<file path="src/rtl/axi_d_merger.sv">
// axi_d_merger: merges three AXI4-Stream inputs into one stream. Inputs are
// served round-robin and, in packet mode, one whole packet at a time. Each
// output beat carries its source index on TID. A 2-entry output FIFO keeps
// M_AXIS_TREADY off the combinational path to the input TREADYs.
//
// Valid/ready: a beat transfers on a rising edge where TVALID and TREADY are
// both high. A sender keeps TVALID, TDATA and TLAST stable until that edge.
// Every TREADY this block drives depends on registered state only.
module axi_d_merger #(
    parameter int C_AXIS_TDATA_WIDTH = 32,
    parameter int C_PACKET_MODE      = 1,
    parameter int C_PKT_CNT_WIDTH    = 16
) (
    input  logic                          ACLK,
    input  logic                          ARESET,
    input  logic [C_AXIS_TDATA_WIDTH-1:0] S00_AXIS_TDATA,
    input  logic                          S00_AXIS_TVALID,
    input  logic                          S00_AXIS_TLAST,
    output logic                          S00_AXIS_TREADY,
    input  logic [C_AXIS_TDATA_WIDTH-1:0] S01_AXIS_TDATA,
    input  logic                          S01_AXIS_TVALID,
    input  logic                          S01_AXIS_TLAST,
    output logic                          S01_AXIS_TREADY,
    input  logic [C_AXIS_TDATA_WIDTH-1:0] S02_AXIS_TDATA,
    input  logic                          S02_AXIS_TVALID,
    input  logic                          S02_AXIS_TLAST,
    output logic                          S02_AXIS_TREADY,
    output logic [C_AXIS_TDATA_WIDTH-1:0] M_AXIS_TDATA,
    output logic [1:0]                    M_AXIS_TID,
    output logic                          M_AXIS_TLAST,
    output logic                          M_AXIS_TVALID,
    input  logic                          M_AXIS_TREADY,
    output logic [C_PKT_CNT_WIDTH-1:0]    PKT_COUNT
);

    localparam int DW = C_AXIS_TDATA_WIDTH;
    localparam int EW = DW + 3;  // FIFO entry: {tid, last, data}

    typedef enum logic {ST_IDLE = 1'b0, ST_BUSY = 1'b1} state_e;

    state_e               state_q, state_d;
    logic [1:0]           grant_q, grant_d;
    logic [1:0]           last_grant_q, last_grant_d;
    logic [1:0]           fifo_count_q, fifo_count_d;
    logic [EW-1:0]        head_q, head_d;
    logic [EW-1:0]        tail_q, tail_d;
    logic [C_PKT_CNT_WIDTH-1:0] pkt_count_q, pkt_count_d;

    logic [2:0]    in_valid;
    logic [DW-1:0] sel_data;
    logic          sel_valid;
    logic          sel_last;
    logic [1:0]    cand1, cand2, cand3, pick;
    logic          any_valid;
    logic          in_ready;
    logic          push;
    logic          pop;
    logic          m_valid;

    assign in_valid = {S02_AXIS_TVALID, S01_AXIS_TVALID, S00_AXIS_TVALID};

    function automatic logic [1:0] rr_next(input logic [1:0] idx);
        return (idx >= 2'd2) ? 2'd0 : idx + 2'd1;
    endfunction

    // Route the currently granted input onto the FIFO write side
    always_comb begin
        case (grant_q)
            2'd1: begin
                sel_data  = S01_AXIS_TDATA;
                sel_valid = S01_AXIS_TVALID;
                sel_last  = S01_AXIS_TLAST;
            end
            2'd2: begin
                sel_data  = S02_AXIS_TDATA;
                sel_valid = S02_AXIS_TVALID;
                sel_last  = S02_AXIS_TLAST;
            end
            default: begin
                sel_data  = S00_AXIS_TDATA;
                sel_valid = S00_AXIS_TVALID;
                sel_last  = S00_AXIS_TLAST;
            end
        endcase
    end

    // Round-robin search: first valid input after the one served last
    always_comb begin
        cand1     = rr_next(last_grant_q);
        cand2     = rr_next(cand1);
        cand3     = rr_next(cand2);
        any_valid = |in_valid;
        if (in_valid[cand1]) begin
            pick = cand1;
        end else if (in_valid[cand2]) begin
            pick = cand2;
        end else begin
            pick = cand3;
        end
    end

    assign m_valid  = (fifo_count_q != 2'd0);
    assign in_ready = (state_q == ST_BUSY) && (fifo_count_q < 2'd2);
    assign push     = in_ready && sel_valid;
    assign pop      = m_valid && M_AXIS_TREADY;

    // Arbiter state register
    always_ff @(posedge ACLK) begin
        if (ARESET) begin
            state_q      <= ST_IDLE;
            grant_q      <= 2'd0;
            last_grant_q <= 2'd2;
        end else begin
            state_q      <= state_d;
            grant_q      <= grant_d;
            last_grant_q <= last_grant_d;
        end
    end

    // Arbiter next state: grant from IDLE, release on end of packet (or beat)
    always_comb begin
        state_d      = state_q;
        grant_d      = grant_q;
        last_grant_d = last_grant_q;
        case (state_q)
            ST_IDLE: begin
                if (any_valid) begin
                    state_d = ST_BUSY;
                    grant_d = pick;
                end
            end
            ST_BUSY: begin
                if (push && (sel_last || (C_PACKET_MODE == 0))) begin
                    state_d      = ST_IDLE;
                    last_grant_d = grant_q;
                end
            end
            default: state_d = ST_IDLE;
        endcase
    end

    // Arbiter outputs: only the granted input sees TREADY, gated by FIFO room
    always_comb begin
        S00_AXIS_TREADY = in_ready && (grant_q == 2'd0);
        S01_AXIS_TREADY = in_ready && (grant_q == 2'd1);
        S02_AXIS_TREADY = in_ready && (grant_q == 2'd2);
    end

    // FIFO and packet counter next state; push with pop only happens at count 1
    always_comb begin
        head_d       = head_q;
        tail_d       = tail_q;
        fifo_count_d = fifo_count_q;
        pkt_count_d  = pkt_count_q;
        case ({push, pop})
            2'b10: begin
                if (fifo_count_q == 2'd0) begin
                    head_d = {grant_q, sel_last, sel_data};
                end else begin
                    tail_d = {grant_q, sel_last, sel_data};
                end
                fifo_count_d = fifo_count_q + 2'd1;
            end
            2'b01: begin
                head_d       = tail_q;
                fifo_count_d = fifo_count_q - 2'd1;
            end
            2'b11: begin
                head_d = {grant_q, sel_last, sel_data};
            end
            default: ;
        endcase
        if (pop && head_q[DW]) begin
            pkt_count_d = pkt_count_q + C_PKT_CNT_WIDTH'(1);
        end
    end

    // FIFO storage and packet counter registers
    always_ff @(posedge ACLK) begin
        if (ARESET) begin
            head_q       <= '0;
            tail_q       <= '0;
            fifo_count_q <= 2'd0;
            pkt_count_q  <= '0;
        end else begin
            head_q       <= head_d;
            tail_q       <= tail_d;
            fifo_count_q <= fifo_count_d;
            pkt_count_q  <= pkt_count_d;
        end
    end

    assign M_AXIS_TDATA  = head_q[DW-1:0];
    assign M_AXIS_TLAST  = head_q[DW];
    assign M_AXIS_TID    = head_q[DW+2:DW+1];
    assign M_AXIS_TVALID = m_valid;
    assign PKT_COUNT     = pkt_count_q;

endmodule

</file>
<file path="config.mk">
export PLATFORM = sky130hd
export DESIGN_NAME = axi_d_merger
export DESIGN_NICKNAME = d
export VERILOG_FILES = /design/src/rtl/axi_d_merger.sv
export SDC_FILE = /design/constraint.sdc
export NUM_CORES = 1
export LEC_CHECK = 0
export BUFFER_PORTS_ARGS = -buffer_cell sky130_fd_sc_hd__buf_2
export CAP_MARGIN = 20
export CORE_MARGIN = 5
export CORE_UTILIZATION = 40
export DETAILED_ROUTE_END_ITERATION = 16
export HOLD_SLACK_MARGIN = 0.12
export PLACE_DENSITY = 0.72
export SLEW_MARGIN = 20
export SYNTH_ARGS = -nofsm -noshare
export SYNTH_HDL_FRONTEND = slang
export SYNTH_SLANG_ARGS = --single-unit
</file>
<file path="constraint.sdc">
create_clock -name ACLK -period 7.4 [get_ports ACLK]
set_input_delay 0.74 -clock ACLK [delete_from_list [all_inputs] [get_ports ACLK]]
set_output_delay 0.74 -clock ACLK [all_outputs]
set_load 0.01 [all_outputs]
</file>
==> impl_metrics.yaml <==
die:
  ioPinCount: 160
  die_w_um: 119
  die_h_um: 119
  start_util_pct: 41.0
  num_rows: 39
  dieArea_sq_mm: 0.0141
  coreArea_sq_mm: 0.0115
layout:
  insertedDiodeCount: 0
  multiInputGateArea_sq_mm: 0.00261
  finalNonFillerCells: 847
  drive_gt1_share_pct: 27.6
  area_growth_syn_to_layout_pct: 24.7
  nets: 811
  fillers: 1075
  seq_area_sq_mm: 0.00186
sta:
  fin_setup_tns_ns: 0
  rsz0062_at_grt: "false"
  fin_crit_ns: 3.86
  worstMarginPinSlew_ns: 1.07
  final.setup.worst_slack_ns: 3.54
  setup_viol: 0
  whs_ns: 0.455
  min_period_over_period_pct: 52.2
  max_freq_ghz: 0.259
  relSlewSlack_pct: 28.5
  finalClockSkew_ns: 0.0107
  finalHoldViolCount: 0
  slew_viol_final: 0
grt:
  grtUsageMet3_pct: 5.54
  grt_util_all_layers_pct: 19.1
  met2_usage_pct: 31.3
  grt_pass1_wl_um: 22500
  antenna_found_initial: 0
  grt_max_degree: 97
  top_usage_layer: "met2"
  met1_usage_pct: 24.3
  grt_pass1_vias: 4614
  globalRoute.totalOverflow: 0
outcome:
  status: "finished, final reports clean"
worst_setup_path:
  arrival_ns: 4.12
  r2r_end: "tail_q[11]$_SDFFE_PP0P_"
  r2r_cells: 11
  startpoint_type: "register"
  cp.required_ns: 7.66
  endpoint_kind: "register"
  path_max_fanout: 43
  path_class: "register to register"
  rrSetupSlack_ns: 3.54
  worstReg2RegStart: "grant_q[0]$_SDFFE_PP0P_"
synth:
  syn_area_per_cell_sq_um: 8.21
  syn_nets: 687
  yosysUniqueCellTypes: 42
  synth_top_area_share_pct: 39.4
  postSynth.asyncResetShare_pct: 0
  synth.yosys.seq_area_share_pct: 39.4
  yosysTopAreaCell: "dfxtp_1"
  synth_ff_type: "dfxtp_1"
  ys_ff_latch: 93
  ys_warn_count: 0
  syn_area_sq_mm: 0.00472
  synth-edff-count: 0
  postSynthCellCount: 575
  synthTopCellsByArea: "dfxtp_1 39%, a211oi_1 11%, a21oi_1 8.0%"
placement:
  port-buffer-count: 159
  dp_slack_ns: 3.59
  place_congestion: 0.815
  dp_hpwl_um: 9400
  place_inst: 831
clock_network:
  postCtsSetupRepairBufs: 0
  clk_path_buf_depth: 2
  htreeDepth: 3
  clockRootBuffer: "clkbuf_16"
  clk_pin_slew_ns: 0.07
  clock-sinks: 93
  cts_tree: "yes"
  numCtsBuffers: 9
  clkLatencyLatePin_ns: 0.34
  ctsHoldBuffers: 0
  cts_resized: 0
drt:
  drt-wirelength-per-cell_um: 16.2
  vias: 4693
  postRouteWirelength_um: 13800
  drc: 0
  ant_nets: 0
  viasPerCell: 5.54
  first_pass_iters: 4
  drt_iter0_drc: 233
min_path:
  min_to: "tail_q[20]$_SDFFE_PP0P_"
  min_from: "tail_q[20]$_SDFFE_PP0P_"
  hp-class: "register to register"
  whs_path_depth: 2
flow_run:
  cap_viol_max_count: 0
power_and_ir_drop:
  p_per_area_mw_per_mm2: 347
  ir_drop_mv: 0.155
  p_total_mw: 2.04
  leakage_nw: 2.30
## flip-flops by register name, summed over array words and instances, names as in the netlist
register	cells
PKT_COUNT	16
fifo_count_q	2
grant_q	2
head_q	35
last_grant_q	2
state_q	1
tail_q	35
## through the flow
step	utilization [%]	instance area, sq um
2_1_floorplan	-	4720
3_3_place_gp	48.1	5540
3_5_place_dp	48.1	5540
4_1_cts	51.1	5890
5_1_grt	51.1	5890
6_report	51.1	5890
## how the worst max path moves through the flow
stage,startpoint,end,slack [ns],cells after the start
6_report,grant_q[0]$_SDFFE_PP0P_,tail_q[11]$_SDFFE_PP0P_,3.54,11
3_3_place_gp,grant_q[0]$_SDFFE_PP0P_,head_q[2]$_SDFFE_PP0P_,3.79,8
4_1_cts,grant_q[0]$_SDFFE_PP0P_,tail_q[11]$_SDFFE_PP0P_,3.57,11
2_1_floorplan,grant_q[1]$_SDFFE_PP0P_,head_q[10]$_SDFFE_PP0P_,4.74,12
3_5_place_dp,grant_q[0]$_SDFFE_PP0P_,tail_q[11]$_SDFFE_PP0P_,3.59,11
5_1_grt,grant_q[0]$_SDFFE_PP0P_,tail_q[17]$_SDFFE_PP0P_,3.25,11
## report_power, final
| group | internal (mW) | leakage (nW) | switching (mW) |
|---|---|---|---|
| Combinational | 0.319 | 1.38 | 0.504 |
| Sequential | 0.611 | 0.757 | 0.0799 |
| Clock | 0.333 | 0.168 | 0.197 |
## cell families (layout without fill, tap and decap cells)
| kind of cell | Yosys count | in the layout | share of synthesized area (%) |
|---|---|---|---|
| buffers and inverters | 64 | 193 | 5.88 |
| AND/OR/NAND/NOR | 165 | 165 | 15.2 |
| XOR/XNOR | 12 | 12 | 2.23 |
| multiplexers | 37 | 37 | 7.85 |
| AO/OA/AOI/OAI | 197 | 197 | 27.6 |
| flip-flops | 93 | 93 | 39.4 |
| adder cells (fa/ha/maj) | 7 | 7 | 1.86 |
## layout by cell type (no fill, tap or decap), types with 3 or more instances in the layout
cell,netlist,final
buf_2,12,159
mux2i_1,37,37
nand3_1,5,5
a211oi_1,71,71
o21ai_0,5,5
a22oi_1,33,33
clkbuf_16,0,9
nor3_1,4,4
bufinv_16,0,3
dfxtp_1,93,93
nand2_1,75,75
nor2_1,54,53
or3_1,5,5
a21oi_1,75,75
buf_4,2,8
and2_1,3,3
nand2b_1,4,4
inv_1,10,10
xor2_1,4,4
nand4_1,5,5
xnor2_1,8,8
ha_1,7,5
## final cells by class
| type | count | area share, % |
|---|---|---|
| multi-input combinational | 418 | 44.3 |
| sequential | 93 | 31.6 |
| timing repair buffer | 167 | 14.5 |
| clock buffer | 10 | 3.89 |
| tap | 143 | 3.04 |
| clock inverter | 6 | 1.98 |
| inverter | 10 | 0.637 |
## critical path, cell delays in order (launching register included)
cell	delay [ns]
dfxtp_1	0.44
inv_1	0.11
ha_2	0.61
buf_4	0.48
nor2_1	0.15
a2111oi_4	0.35
buf_4	0.32
ha_1	0.22
nor2b_2	0.49
buf_4	0.36
nand2_1	0.09
a21oi_1	0.14
## synth_stat cells (2+ instances only)
cell,count
nor2b_1,2
nor3_1,4
nor4_1,2
or3_1,5
nand2b_1,4
o21a_1,2
mux2i_1,37
dfxtp_1,93
and2_1,3
buf_1,6
xnor2_1,8
ha_1,7
a211oi_1,71
nand2_1,75
nand3_1,5
buf_6,2
a21oi_1,75
o22ai_1,2
nor2_1,54
a22oi_1,33
inv_1,10
buf_4,2
nand4_1,5
o21ai_0,5
buf_2,12
clkbuf_1,32
xor2_1,4
## routing by layer
layer | share of wire, % | wire (um)
met3 | 7.4 | 1020
met2 | 47 | 6450
met4 | 1.9 | 255
met1 | 44 | 6020
met5 | 0 | 0
Note: power is estimated with default switching activity, not from simulation.
